[config.mk]
export PLATFORM = sky130hd
export DESIGN_NAME = apb_slave_regs_flat
export DESIGN_NICKNAME = d
export VERILOG_FILES = /design/src/rtl/apb_slave_regs_if.sv /design/src/rtl/apb_slave_regs.sv /design/src/flat_wrapper.sv
export SDC_FILE = /design/constraint.sdc
export NUM_CORES = 1
export LEC_CHECK = 0
export ABC_AREA = 1
export CAP_MARGIN = 20
export CORE_ASPECT_RATIO = 1.4
export CORE_MARGIN = 4
export CORE_UTILIZATION = 43
export DETAILED_ROUTE_END_ITERATION = 16
export GPL_TIMING_DRIVEN = 1
export PLACE_DENSITY = 0.72
export SYNTH_ARGS = -nofsm -noshare
export SYNTH_HDL_FRONTEND = slang
export SYNTH_SLANG_ARGS = --single-unit
[constraint.sdc]
create_clock -name pclk -period 56 [get_ports pclk]
set_input_delay 5.6 -clock pclk [delete_from_list [all_inputs] [get_ports pclk]]
set_output_delay 5.6 -clock pclk [all_outputs]
set_load 0.01 [all_outputs]
[src/rtl/apb_slave_regs_if.sv]
// apb_slave_regs_if: APB bus between a master and the apb_slave_regs completer
interface apb_slave_regs_if #(
  parameter int DATA = 32,
  parameter int ADDR = 32
);
  logic psel;
  logic penable;
  logic pwrite;
  logic [ADDR-1:0] paddr;
  logic [DATA-1:0] pwdata;
  logic [DATA/8-1:0] pstrb;
  logic [DATA-1:0] prdata;
  logic pready;
  logic pslverr;
  modport master (
    output psel, penable, pwrite, paddr, pwdata, pstrb,
    input prdata, pready, pslverr
  );
  modport slave (
    input psel, penable, pwrite, paddr, pwdata, pstrb,
    output prdata, pready, pslverr
  );
endinterface

[src/rtl/apb_slave_regs.sv]
// apb_slave_regs: APB completer, DEPTH-word register file, WAIT_CYCLES wait states, pslverr on out-of-range address
// Define APB_SLV_PSTRB_EN to make writes honour pstrb byte strobes.
module apb_slave_regs #(
  parameter int DATA = 32,
  parameter int ADDR = 32,
  parameter int DEPTH = 16,
  parameter int WAIT_CYCLES = 1
) (
  input logic pclk,
  input logic preset,
  apb_slave_regs_if.slave bus
);
  localparam int IW = $clog2(DEPTH);
  typedef enum logic [1:0] {IDLE, SETUP, ACCESS} state_t;
  state_t state, phase;
  logic [DATA-1:0] mem [DEPTH];
  logic [IW-1:0] idx_l, rd_idx;
  logic [DATA-1:0] wdata_l, nw, rdata_q;
  logic [3:0] wcnt;
  logic wr_l, err_l, err_now, rd_err, rd_wr, finish, ready_q, slverr_q;
`ifdef APB_SLV_PSTRB_EN
  logic [DATA/8-1:0] strb_l;
  always_comb begin
    nw = mem[idx_l];
    for (int i = 0; i < DATA/8; i++) nw[8*i +: 8] = strb_l[i] ? wdata_l[8*i +: 8] : mem[idx_l][8*i +: 8];
  end
`else
  assign nw = wdata_l;
`endif
  // SETUP is the cycle the master presents psel without penable while we sit idle
  assign phase = (state == ACCESS) ? ACCESS : (bus.psel && !bus.penable) ? SETUP : IDLE;
  assign err_now = bus.paddr >= ADDR'(DEPTH);
  assign rd_idx = (phase == SETUP) ? bus.paddr[IW-1:0] : idx_l;
  assign rd_err = (phase == SETUP) ? err_now : err_l;
  assign rd_wr = (phase == SETUP) ? bus.pwrite : wr_l;
  // outputs are registered, so the completion cycle is armed one edge ahead
  assign finish = (phase == SETUP) ? (WAIT_CYCLES == 0) : (phase == ACCESS && !ready_q && bus.psel && wcnt == 4'd1);
  assign bus.prdata = rdata_q;
  assign bus.pready = ready_q;
  assign bus.pslverr = slverr_q;
  always_ff @(posedge pclk or posedge preset) begin
    if (preset) begin
      state <= IDLE;
      wcnt <= '0;
      idx_l <= '0;
      wdata_l <= '0;
      wr_l <= 1'b0;
      err_l <= 1'b0;
`ifdef APB_SLV_PSTRB_EN
      strb_l <= '0;
`endif
      rdata_q <= '0;
      ready_q <= 1'b0;
      slverr_q <= 1'b0;
      for (int i = 0; i < DEPTH; i++) mem[i] <= '0;
    end else begin
      ready_q <= 1'b0;
      slverr_q <= 1'b0;
      rdata_q <= '0;
      case (phase)
        SETUP: begin
          state <= ACCESS;
          idx_l <= bus.paddr[IW-1:0];
          wr_l <= bus.pwrite;
          err_l <= err_now;
          wdata_l <= bus.pwdata;
`ifdef APB_SLV_PSTRB_EN
          strb_l <= bus.pstrb;
`endif
          wcnt <= 4'(WAIT_CYCLES);
        end
        ACCESS: begin
          if (ready_q) begin
            state <= IDLE;
            if (bus.psel && wr_l && !err_l) mem[idx_l] <= nw;
          end else if (!bus.psel) begin
            state <= IDLE;
            wcnt <= '0;
          end else wcnt <= wcnt - 4'd1;
        end
        default: state <= IDLE;
      endcase
      if (finish) begin
        ready_q <= 1'b1;
        slverr_q <= rd_err;
        rdata_q <= (rd_wr || rd_err) ? '0 : mem[rd_idx];
      end
    end
  end
endmodule

[src/flat_wrapper.sv]
// flat-port wrapper written by rule: the top's interface ports become plain ports
module apb_slave_regs_flat 
#(
  parameter int DATA = 32,
  parameter int ADDR = 32,
  parameter int DEPTH = 16,
  parameter int WAIT_CYCLES = 1
)
  (pclk, preset, bus_psel, bus_penable, bus_pwrite, bus_paddr, bus_pwdata, bus_pstrb, bus_prdata, bus_pready, bus_pslverr);
  apb_slave_regs_if #(.DATA(DATA), .ADDR(ADDR)) bus_i ();
  input logic pclk;
  input logic preset;
  input wire logic [$bits(bus_i.psel)-1:0] bus_psel;
  input wire logic [$bits(bus_i.penable)-1:0] bus_penable;
  input wire logic [$bits(bus_i.pwrite)-1:0] bus_pwrite;
  input wire logic [$bits(bus_i.paddr)-1:0] bus_paddr;
  input wire logic [$bits(bus_i.pwdata)-1:0] bus_pwdata;
  input wire logic [$bits(bus_i.pstrb)-1:0] bus_pstrb;
  output wire logic [$bits(bus_i.prdata)-1:0] bus_prdata;
  output wire logic [$bits(bus_i.pready)-1:0] bus_pready;
  output wire logic [$bits(bus_i.pslverr)-1:0] bus_pslverr;
  assign bus_i.psel = bus_psel;
  assign bus_i.penable = bus_penable;
  assign bus_i.pwrite = bus_pwrite;
  assign bus_i.paddr = bus_paddr;
  assign bus_i.pwdata = bus_pwdata;
  assign bus_i.pstrb = bus_pstrb;
  assign bus_prdata = bus_i.prdata;
  assign bus_pready = bus_i.pready;
  assign bus_pslverr = bus_i.pslverr;
  apb_slave_regs #(.DATA(DATA), .ADDR(ADDR), .DEPTH(DEPTH), .WAIT_CYCLES(WAIT_CYCLES)) u_core (.pclk(pclk), .preset(preset), .bus(bus_i));
endmodule
==> results.toml, run 1 <==
[run_status]
status = "finished clean"

[yosys]
synth_top_family_by_area = "simple AND/OR/NAND/NOR gates"
yosys_register_bits = 589
synth_top_cell_area_share = 0.566
yosysWarnings = 0
ys_seq_area_frac = 0.566
synth_nets = 3230
ys_dominant_reg_cell = "dfrtp_1"
synthXorXnorAreaFrac = 0
netlist_area_mm2 = 0.0260
ys_types = 31
synth_fa_ha_area_frac = 0.000961
synthSimpleGateAreaFrac = 0.277
async_flop_share = 1.00
synth_top_cell_by_area = "dfrtp_1"
synthTopCellsByArea = "dfrtp_1 (57%), nand2_1 (16%), o21ai_0 (10%)"
synth_compound_area_frac = 0.107
synthCells = 3155
synth_enable_flop_cells = 0
muxShareOfSynthArea = 0
syn_area_per_cell_um2 = 8.25

[setup_path]
end_kind = "register"
critPathKind = "input port to register"
arrival_ns = 10.63
crit_family = "buffers and inverters"
cp-startpoint = "bus_psel"
r2r_cells = 11
critPathBufInv = 3
critPathLaunchType = "input port"
cp.required_ns = 56.46
timing.rr.end = "u_core.bus.prdata[11]"
crit_top_cell = "nand3_1"
rr_startpoint = "u_core.state[1]"
max_stage_delay_ns = 1.06
cp_slowest_cell = "nand2_4"
cp_cell_sequence = "clkdlybuf4s50_1, nand4_4, nand2_4, buf_4, buf_4, nand2_1, nand3_1, nand3_1, nand3_1, nand2_1, nor2_1"
r2r_slack_ns = 50.97
path_max_fanout = 89

[timing]
rsz0062_at_grt = "no"
skew_ns = 0.0130
period_share = 0.182
hold_viol = 0
drv_slew = 0
setup_tns_ns = 0
max_freq_mhz = 98.3
setup_violations = 0
worst_pin_slew_ns = 1.09
slew_headroom = 0.276
min_period_ns = 10.17

[placed_design]
dpl-instance-area_mm2 = 0.0273
place_hpwl_mm = 37.1
io_buffers = 102
place.gp.congestion = 0.755

[route]
ant_nets = 0
wl_per_cell_um = 18.1
num_vias = 21500
viasPerCell = 5.43
drt-initial-drc-count = 2489
drc_errors = 0
first_pass_iters = 6
drt_wl_total_mm = 71.5

[clocking]
clock_path_buffers = 3
post_cts.repair.setup_buffers = 0
ctsHoldBuffers = 0
numCtsBuffers = 56
htreeDepth = 2
cts.sinks = 589
clk_transition_reported_paths_ns = 0.06
root_buffer = "clkbuf_16"
cts_resized = 0
cts_tree = "done"
clk_latency_ns = 0.61

[grt]
grt_use_met3 = 0.0370
met2_usage = 0.370
top_usage_layer = "met2"
gr-usage-met1 = 0.294
grt_overflow = 0
grt_use_total = 0.220
grt_pass1_vias = 20900
antenna_found_initial = 0
grt_max_degree = 190
grt_first_pass_wirelength_mm = 115

[hold_path]
min_path_cells = 2
hold_end = "u_core.mem[330]"
hold_path.class = "register to register"
min_from = "u_core.mem[330]"

[final_layout]
drive_above_1_share = 0.0519
nFillCells = 5688
insertedDiodeCount = 0
final-seq-area_mm2 = 0.0147
fin_nets = 3173
syn2layout_area_growth_pct = 12.0
finalInstanceArea_mm2 = 0.0292
multi_input_area_mm2 = 0.0101

[floorplanning]
rows = 106
core_mm2 = 0.0598
dieArea_mm2 = 0.0646
fp.dieH_um = 299
die_w_um = 216
start_util = 0.435
io-pin-count = 107

[pwr]
vdd_drop_max_mv = 0.0223
p_leak_uw = 0.0128
power_density_mw_per_mm2 = 33.2

[job]
maxCapViolCount = 0
area by class of cell:
cell class / count / share of cell area
Clock buffer: 84 / 0.0569
Tap cell: 810 / 0.0348
Inverter: 49 / 0.00661
Clock inverter: 18 / 0.00545
Timing Repair Buffer: 136 / 0.0451
Multi-Input combinational cell: 2266 / 0.346
Sequential cell: 589 / 0.506
synthesized netlist by cell type (5+ instances only):
| master | number |
|---|---|
| dfrtp_1 | 589 |
| inv_1 | 46 |
| clkbuf_1 | 169 |
| nand3_1 | 480 |
| nand2_1 | 1077 |
| o21ai_0 | 542 |
| buf_4 | 10 |
| buf_1 | 5 |
| nor2_1 | 116 |
| nand2_2 | 19 |
| buf_2 | 61 |
sequential cells by signal, summed over array words and instances, names as in the netlist:
| register | flops |
|---|---|
| u_core.bus.prdata | 32 |
| u_core.bus.pready | 1 |
| u_core.bus.pslverr | 1 |
| u_core.err_l | 1 |
| u_core.idx_l | 4 |
| u_core.mem | 512 |
| u_core.nw | 32 |
| u_core.state | 1 |
| u_core.wcnt | 4 |
| u_core.wr_l | 1 |
metal layers:
layer  up-vias  wire, µm
met3       113      4720
met1     10400     30400
li1      10200         -
met4         0      2020
met2       730     34300
met5         -         0
worst register-to-register path, cell delays in order, from the launching register on:
cell	delay, ns
dfrtp_1	0.40
inv_2	0.10
nand4_4	0.51
nand2_4	1.10
buf_4	0.94
buf_4	0.94
nand2_1	0.16
nand3_1	0.11
nand3_1	0.10
nand3_1	0.11
nand2_1	0.06
nor2_1	0.34
power by group:
part / total (µW) / leakage [µW] / internal [µW] / switching [µW]
logic: 156 / 0.00371 / 38.0 / 118
clock network: 376 / 0.000906 / 213 / 163
registers: 436 / 0.00816 / 432 / 3.48
total: 968 / 0.0128 / 684 / 284
per-stage QoR:
step                      hold WS (ns)  cells  setup WS [ns]  utilization  power, µW
after floorplan                  0.453   3155          33.92            -        555
after global placement           0.466   3850          45.33        0.457        598
after detailed placement         0.473   3850          45.35        0.457        599
after CTS                        0.488   3952          45.97        0.487        975
after global routing             0.498   3952          45.60        0.487       1010
final                            0.483   3952          45.83        0.487        968
how the worst max path moves through the flow:
stage | to | slack, ns | cells past startpoint
finish | u_core.bus.prdata[11] | 45.83 | 11
CTS | u_core.bus.prdata[11] | 45.97 | 11
global placement | u_core.bus.prdata[11] | 45.33 | 11
global route | u_core.bus.prdata[13] | 45.60 | 11
detailed placement | u_core.bus.prdata[11] | 45.35 | 11
floorplan | u_core.bus.prdata[0] | 33.92 | 1
placed cells by master (no fill, tap or decap), drive strengths merged:
cell type and n:
o31ai 1, nor4b 1, nand4 4, nand3 482, dfrtp 589, nor2 117
inv 51, clkbuf 84, nand2 1096, o211ai 1, bufinv 2, clkinv 14
and2 1, clkdlybuf4s50 102, a21oi 3, ha 2, and3 2, buf 34
nor3 8, o21ai 548
kinds of logic (layout without fill, tap and decap cells):
family | Yosys count | in the layout
compound gates | 553 | 553
simple gates | 1711 | 1711
fa+ha+maj | 2 | 2
flops | 589 | 589
buf+inv | 300 | 287
Power figures use the tool's default switching activity.
==> run 2, diff against run 1 <==
--- a/config.mk
+++ b/config.mk
@@ -12,7 +12,7 @@
 export CORE_UTILIZATION = 43
 export DETAILED_ROUTE_END_ITERATION = 16
 export GPL_TIMING_DRIVEN = 1
-export PLACE_DENSITY = 0.72
+export PLACE_DENSITY = 0.74
 export SYNTH_ARGS = -nofsm -noshare
 export SYNTH_HDL_FRONTEND = slang
 export SYNTH_SLANG_ARGS = --single-unit
==> constraint.sdc (replaced) <==
create_clock -name pclk -period 9.2 [get_ports pclk]
set_input_delay 0.92 -clock pclk [delete_from_list [all_inputs] [get_ports pclk]]
set_output_delay 0.92 -clock pclk [all_outputs]
set_load 0.01 [all_outputs]
==> run 2 against run 1 <==
- setup slack lost 41 ns
- global-route usage rose by 0.083 points
- via count grew 1.2%
- largest power group unchanged
- sequential cell count is the same
- utilization is 0.21 points higher
- routed wire length increased by 0.86%
- highest routed layer unchanged
- power rose to 6.2 times the previous value
- sequential share of layout area decreased by 0.22 points
- final cell count increased by 0.13%
- critical path depth fell by 1
- sequential power rose to 6.1 times the previous value
==> results.toml, run 2 (synthesized netlist as in run 1, its figures left out) <==
[setup_path]
timing.rr.end = "u_core.bus.prdata[12]"
arrival_ns = 4.93
path_max_fanout = 193
critPathLaunchType = "input port"
r2r_cells = 10
r2r_slack_ns = 5.18
critPathKind = "input port to register"
end_kind = "register"
cp.required_ns = 9.66
rr_startpoint = "u_core.state[1]"

[timing]
worst_pin_slew_ns = 1.08
setup_violations = 0
setup_tns_ns = 0
period_share = 0.486
whs_ns = 0.482
layout_setup_ws_ns = 4.73
max_freq_mhz = 223
skew_ns = 0.0211
drv_slew = 0
slew_headroom = 0.278
rsz0062_at_grt = "no"
hold_viol = 0
min_period_ns = 4.47

[clocking]
clk_transition_reported_paths_ns = 0.06
ctsHoldBuffers = 0
cts_resized = 0
root_buffer = "clkbuf_16"
post_cts.repair.setup_buffers = 0
cts.sinks = 589
clk_latency_ns = 0.63
clock_path_buffers = 3
numCtsBuffers = 57
cts_tree = "done"
htreeDepth = 2

[hold_path]
min_from = "u_core.wcnt[3]"
min_path_cells = 1
hold_path.class = "register to register"
hold_end = "u_core.bus.pready"

[grt]
grt_overflow = 0
grt_max_degree = 194
grt_pass1_vias = 20600
grt_use_total = 0.221
grt_first_pass_wirelength_mm = 115
antenna_found_initial = 2

[placed_design]
dpl-instance-area_mm2 = 0.0273
place.gp.congestion = 0.757
io_buffers = 102
place_hpwl_mm = 35.9
dp_slack_ns = 4.27

[route]
num_vias = 21700
drc_errors = 0
met3_length_mm = 5.36
wl_met1_mm = 30.4
wl_met2_mm = 33.5
drt_wl_total_mm = 72.1
ant_nets = 0
dr.max_layer_used = "met4"
wl_per_cell_um = 18.2
first_pass_iters = 6
drt-initial-drc-count = 2538
viasPerCell = 5.49

[final_layout]
syn2layout_area_growth_pct = 12.5
fin_nets = 3173
drive_above_1_share = 0.0528
nFillCells = 5690
largest_reg_flops = 512
finalInstanceArea_mm2 = 0.0293
final_cell_mix = "nand2_1 (1075), dfrtp_1 (589), o21ai_0 (541), nand3_1 (480), nor2_1 (116)"
final_common_cell = "nand2_1"
top_register = "u_core.mem"

[pwr]
finalPower_uw = 6000
p_leak_uw = 0.0128
power_density_mw_per_mm2 = 205
vdd_drop_max_mv = 0.146

[floorplanning]
core_mm2 = 0.0598
dieArea_mm2 = 0.0646
die_w_um = 216
rows = 106
fp.dieH_um = 299
start_util = 0.435
io-pin-count = 107

[run_status]
status = "finished clean"

[job]
maxCapViolCount = 0
[run 2: where the power goes]
part / switching (µW) / internal (µW)
clock network: 1000 / 1380
logic: 721 / 232
registers: 21.9 / 2630
total: 1750 / 4250
[run 2: metrics by stage]
| stage | cells | util |
|---|---|---|
| 2_1_floorplan | 3155 | - |
| 3_3_place_gp | 3849 | 0.457 |
| 3_5_place_dp | 3849 | 0.457 |
| 4_1_cts | 3955 | 0.489 |
| 5_1_grt | 3955 | 0.489 |
| 6_report | 3957 | 0.489 |
[run 2: area by class of cell]
type,instances,area [µm²],area share
Antenna cell,2,5.00,0.000171
Sequential cell,589,14700,0.503
Multi-Input combinational cell,2266,10100,0.344
Timing Repair Buffer,135,1330,0.0455
Clock buffer,87,1700,0.0580
Tap cell,810,1010,0.0346
Clock inverter,19,226,0.00773
Inverter,49,189,0.00645
[run 2: worst max path at each step]
stage | start | endpoint | slack (ns) | cells after the start
finish | bus_psel | u_core.bus.prdata[12] | 4.73 | 10
CTS | bus_psel | u_core.bus.prdata[30] | 4.89 | 10
global route | bus_psel | u_core.bus.prdata[30] | 4.60 | 10
floorplan | preset | u_core.bus.prdata[0] | 0.25 | 1
global placement | bus_psel | u_core.bus.prdata[12] | 4.26 | 10
detailed placement | bus_psel | u_core.bus.prdata[12] | 4.27 | 10
[run 2: routing by layer]
layer,GRT usage,vias up
li1,-,10200
met1,0.304,10500
met2,0.356,836
met3,0.0324,144
met4,0.0868,0
met5,0,-
[run 2: worst max-delay path, cell delays in order]
cell and delay [ns]:
clkdlybuf4s50_1 0.60, nand4_4 0.62, nand2_4 0.89, buf_12 0.72, nand2_1 0.12, nand3_1 0.11, nand3_1 0.10, nand3_1 0.12
nand2_1 0.07, nor2_1 0.42
